[src/rtl/ws2812_stream_decoder.sv]
// ws2812_stream_decoder: WS2812B line receiver that rebuilds 24-bit words, detects latch gaps
// and forwards every word after the first of each frame, the way a chained LED does.
module ws2812_stream_decoder #(
    parameter int HIGH_THRESH = 24,
    parameter int MIN_HIGH    = 4,
    parameter int MAX_HIGH    = 64,
    parameter int RESET_LOW   = 1600,
    parameter int CNT_W       = 12
) (
    input  logic        clk,
    input  logic        reset,
    input  logic        din,
    output logic [23:0] data_out,
    output logic        data_valid,
    output logic        frame_end,
    output logic [7:0]  word_count,
    output logic        err,
    output logic        dout
);
    localparam logic [1:0] SYNC = 2'd0, IDLE = 2'd1, HIGH = 2'd2, LOW = 2'd3;

    logic             r_sync1, r_sync2, r_prev, r_fwd;
    logic [1:0]       r_state;
    logic [CNT_W-1:0] r_cnt;
    logic [4:0]       r_bit_idx;
    logic [22:0]      r_shift;
    logic [CNT_W-1:0] w_run;
    logic             w_rise, w_fall, w_gap, w_bit, w_abort, w_accept, w_word, w_end;

    // w_run is the length of the current s_din level including this clk
    assign w_run    = (r_sync2 != r_prev) ? CNT_W'(1) : (&r_cnt ? r_cnt : r_cnt + 1'b1);
    assign w_rise   = r_sync2 & ~r_prev;
    assign w_fall   = ~r_sync2 & r_prev;
    assign w_gap    = ~r_sync2 && (w_run >= CNT_W'(RESET_LOW));
    assign w_bit    = r_cnt >= CNT_W'(HIGH_THRESH);
    assign w_abort  = (r_state == HIGH) &&
                      ((r_sync2 && w_run >= CNT_W'(MAX_HIGH)) || (w_fall && r_cnt < CNT_W'(MIN_HIGH)));
    assign w_accept = (r_state == HIGH) && w_fall && !w_abort;
    assign w_word   = w_accept && (r_bit_idx == 5'd23);
    assign w_end    = (r_state == LOW) && w_gap;
    assign dout     = r_sync2 & r_fwd;

    always_ff @(posedge clk) begin
        if (reset) begin
            r_sync1    <= 1'b0;
            r_sync2    <= 1'b0;
            r_prev     <= 1'b0;
            r_fwd      <= 1'b0;
            r_cnt      <= '0;
            r_bit_idx  <= '0;
            r_shift    <= '0;
            r_state    <= SYNC;
            data_out   <= '0;
            data_valid <= 1'b0;
            frame_end  <= 1'b0;
            word_count <= '0;
            err        <= 1'b0;
        end else begin
            r_sync1    <= din;
            r_sync2    <= r_sync1;
            r_prev     <= r_sync2;
            r_cnt      <= w_run;
            data_valid <= w_word;
            frame_end  <= w_end;
            err        <= w_abort || (w_end && r_bit_idx != 5'd0);
            if (w_word) begin
                data_out   <= {w_bit, r_shift};
                word_count <= word_count + 8'(~&word_count);
                r_fwd      <= 1'b1;
                r_bit_idx  <= 5'd0;
            end else if (w_accept) begin
                r_shift[r_bit_idx] <= w_bit;
                r_bit_idx          <= r_bit_idx + 5'd1;
            end
            if (w_abort || w_end) begin
                r_bit_idx <= 5'd0;
                r_fwd     <= 1'b0;
            end
            if (r_state == IDLE && w_rise)
                word_count <= '0;
            case (r_state)
                SYNC:    r_state <= w_gap ? IDLE : SYNC;
                IDLE:    r_state <= w_rise ? HIGH : IDLE;
                HIGH:    r_state <= w_abort ? SYNC : (w_fall ? LOW : HIGH);
                default: r_state <= w_gap ? IDLE : (w_rise ? HIGH : LOW);
            endcase
        end
    end
endmodule
[config.mk]
export PLATFORM = sky130hd
export DESIGN_NAME = ws2812_stream_decoder
export DESIGN_NICKNAME = d
export VERILOG_FILES = /design/src/rtl/ws2812_stream_decoder.sv
export SDC_FILE = /design/constraint.sdc
export NUM_CORES = 1
export LEC_CHECK = 0
export BUFFER_PORTS_ARGS = -buffer_cell sky130_fd_sc_hd__buf_4
export CAP_MARGIN = 20
export CELL_PAD_IN_SITES_DETAIL_PLACEMENT = 2
export CELL_PAD_IN_SITES_GLOBAL_PLACEMENT = 2
export CORE_ASPECT_RATIO = 1.2
export CORE_MARGIN = 1
export CORE_UTILIZATION = 39
export DETAILED_ROUTE_END_ITERATION = 16
export GPL_TIMING_DRIVEN = 1
export MAX_ROUTING_LAYER = met4
export PLACE_DENSITY = 0.84
export SETUP_SLACK_MARGIN = 0.4
export SYNTH_ARGS = -nofsm -noshare
export SYNTH_HDL_FRONTEND = slang
export SYNTH_SLANG_ARGS = --single-unit
[constraint.sdc]
create_clock -name clk -period 6.14 [get_ports clk]
set_clock_uncertainty 0.1 [all_clocks]
set_input_delay 0.614 -clock clk [delete_from_list [all_inputs] [get_ports clk]]
set_output_delay 0.614 -clock clk [all_outputs]
set_load 0.01 [all_outputs]
==> out/metrics.yaml <==
timing:
  fin_tns_setup_ps: 0
  period_share: 0.561
  fin_crit_ps: 3450
  finalHoldViolCount: 0
  rsz0062_at_grt: "false"
  max_freq_mhz: 290
  fin_ws_ps: 2690
  setup_violations: 0
  slew_violations: 0
  worst_pin_slew_ps: 1000
  max_slew_margin: 0.330
worst_setup_path:
  cp_max_fo: 25
  cp_cell_sequence: "ha_1 -> nand2_1 -> nor4_1 -> o221ai_1 -> o21bai_4 -> and2_1 -> nand3_1 -> mux2i_1"
  cp_data_arrival_time_ps: 3530
  slowest_delay_ps: 820
  end_kind: "register"
  cp-start-kind: "register"
  crit_type: "register to register"
  crit_slowest_cell: "and2_1"
  critical_path_required_ps: 6230
synthesis:
  yosysUniqueCellTypes: 47
  syn_inst: 409
  avgSynthCellArea_sq_um: 9.08
  ys_warn_count: 0
  syn_nets: 423
  ys_seq_area_frac: 0.437
  synth_area_sq_um: 3710
  synth-seq-cells: 81
floorplanning:
  fp-row-count: 38
  die_h_microns: 109
  die_x_microns: 91.1
  io_pins: 39
  dieArea_sq_um: 9920
  core_area_sq_um: 9130
  initial_core_util: 0.407
route:
  wirelength_microns: 10900
  ant_nets: 0
  avgViaCountPerCell: 5.62
  drt_drc_violations_left: 0
  dr.pass1.iters: 4
  vias: 3141
  drt_iter0_markers: 87
  routedWlPerCell_microns: 19.5
grt:
  grt_overflow: 0
  antenna_found_initial: 0
  grt_pass1_wl_microns: 17800
  grt_pass1_vias: 3423
  grt_max_degree: 61
  grt_use_total: 0.238
clocking:
  htree_levels: 3
  worstSkewPairLatency_ps: 360
  cts_hold_buffers: 0
  cts_resized: 0
  clk_path_buf_depth: 2
  clock_sinks: 81
  cts_setup_buffers: 0
  cts_buffers: 9
  root_buffer: "clkbuf_8"
  clk_pin_slew_ps: 80
  tritoncts: "done"
finish:
  fin_nets: 450
  nFillCells: 1010
  n_antenna_cell: 0
  drive_above_1_share: 0.137
  layout_common_cells: "dfxtp_1 (81), nand3_1 (39), buf_4 (38)"
  areaGrowthSynthToFinish_pct: 15.4
  multi_input_area_sq_um: 1950
  seq_area_sq_um: 1620
  layout_commonest_cell: "dfxtp_1"
pwr:
  p_per_area_nw_per_um2: 231
  power.leakage_nw: 1.68
  p_total_mw: 0.990
  irDropWorstVdd_mv: 0.147
run_status:
  status: "finished clean"
place:
  hpwl_microns: 7030
  pre_cts_slack_ps: 2420
  io_buffers: 38
  gp_congestion: 0.837
hold_path:
  hold_class: "register to register"
flow_run:
  max-cap-violations: 0
registers in the layout (all words and copies together) (netlist names):
name	count
r_state	2
r_sync1	1
r_prev	1
r_sync2	1
data_valid	1
frame_end	1
word_count	8
r_bit_idx	5
r_cnt	12
r_shift	23
data_out	24
err	1
r_fwd	1
synthesized netlist by cell type (all sizes together):
master / n / area share
a211oi: 2 / 0.0040
a21bo: 1 / 0.0027
a21o: 2 / 0.0040
a21oi: 13 / 0.018
a221oi: 1 / 0.0024
a311oi: 1 / 0.0024
a31oi: 2 / 0.0034
a41oi: 1 / 0.0024
and2: 4 / 0.0067
and3: 6 / 0.010
and4: 2 / 0.0047
and4b: 2 / 0.0054
buf: 8 / 0.013
clkbuf: 15 / 0.015
dfxtp: 81 / 0.44
ha: 11 / 0.037
inv: 10 / 0.010
mux2i: 27 / 0.073
nand2: 19 / 0.020
nand2b: 29 / 0.049
nand3: 40 / 0.054
nand3b: 24 / 0.049
nand4: 5 / 0.012
nor2: 21 / 0.021
nor2b: 4 / 0.0067
nor3: 8 / 0.011
nor3b: 3 / 0.0061
nor4: 5 / 0.0084
nor4b: 1 / 0.0024
o211ai: 1 / 0.0020
o21a: 5 / 0.010
o21ai: 34 / 0.046
o21bai: 3 / 0.0091
o221ai: 1 / 0.0024
o22ai: 1 / 0.0017
o311a: 1 / 0.0057
o32ai: 2 / 0.0047
or3: 4 / 0.0081
or4: 3 / 0.0061
xnor2: 5 / 0.012
xor2: 1 / 0.0024
area by class of cell:
| class | count | share of cell area |
|---|---|---|
| clock buffer | 11 | 0.0353 |
| clock inverter | 3 | 0.0152 |
| inverter | 10 | 0.00876 |
| multi-input combinational | 295 | 0.456 |
| sequential | 81 | 0.379 |
| tap | 120 | 0.0350 |
| timing repair buffer | 39 | 0.0713 |
through the flow:
| stage | utilization | area, sq um | cells | hold WS [ps] |
|---|---|---|---|---|
| 2_1_floorplan | - | 3710 | 409 | 314 |
| 3_3_place_gp | 0.443 | 4050 | 544 | 341 |
| 3_5_place_dp | 0.443 | 4050 | 544 | 359 |
| 4_1_cts | 0.467 | 4260 | 558 | 364 |
| 5_1_grt | 0.469 | 4280 | 559 | 392 |
| 6_report | 0.469 | 4280 | 559 | 371 |
layer usage:
metal  wire (microns)  GRT usage
met1             4600      0.267
met2             5840      0.427
met3              225     0.0460
met4              207     0.0782
met5                0          -
kinds of logic after synthesis:
kind of cell,count (synthesis),share of synthesized area
AOI/OAI and AO/OA,71,0.120
xor gates and xnor gates,6,0.0142
DFF,81,0.437
and+or+nand+nor,180,0.280
adders and majority gates,11,0.0371
muxes,27,0.0728
buffers and inverters,33,0.0387
report_power, final:
part	switching, mW	internal (mW)
Combinational	0.0137	0.0103
Sequential	0.00237	0.527
Clock	0.190	0.246
final timing paths:
| kind | slack, ps | depth (start not counted) | to | start |
|---|---|---|---|---|
| worst max-delay path | 2690 | 8 | r_shift[15] | r_cnt[1] |
| worst max register to register | 2690 | 8 | r_shift[15] | r_cnt[1] |
| worst min-delay path | 370 | 2 | r_fwd | r_fwd |
| worst min register to register | 370 | 2 | r_fwd | r_fwd |
worst max-delay path: cells and delay by family, from the launching register on:
family,cells,cell delay [ps]
compound gates,2,560
fa+ha+maj,1,240
simple gates,4,1770
mux,1,210
flops,1,380
(Power assumes the default switching activity.)
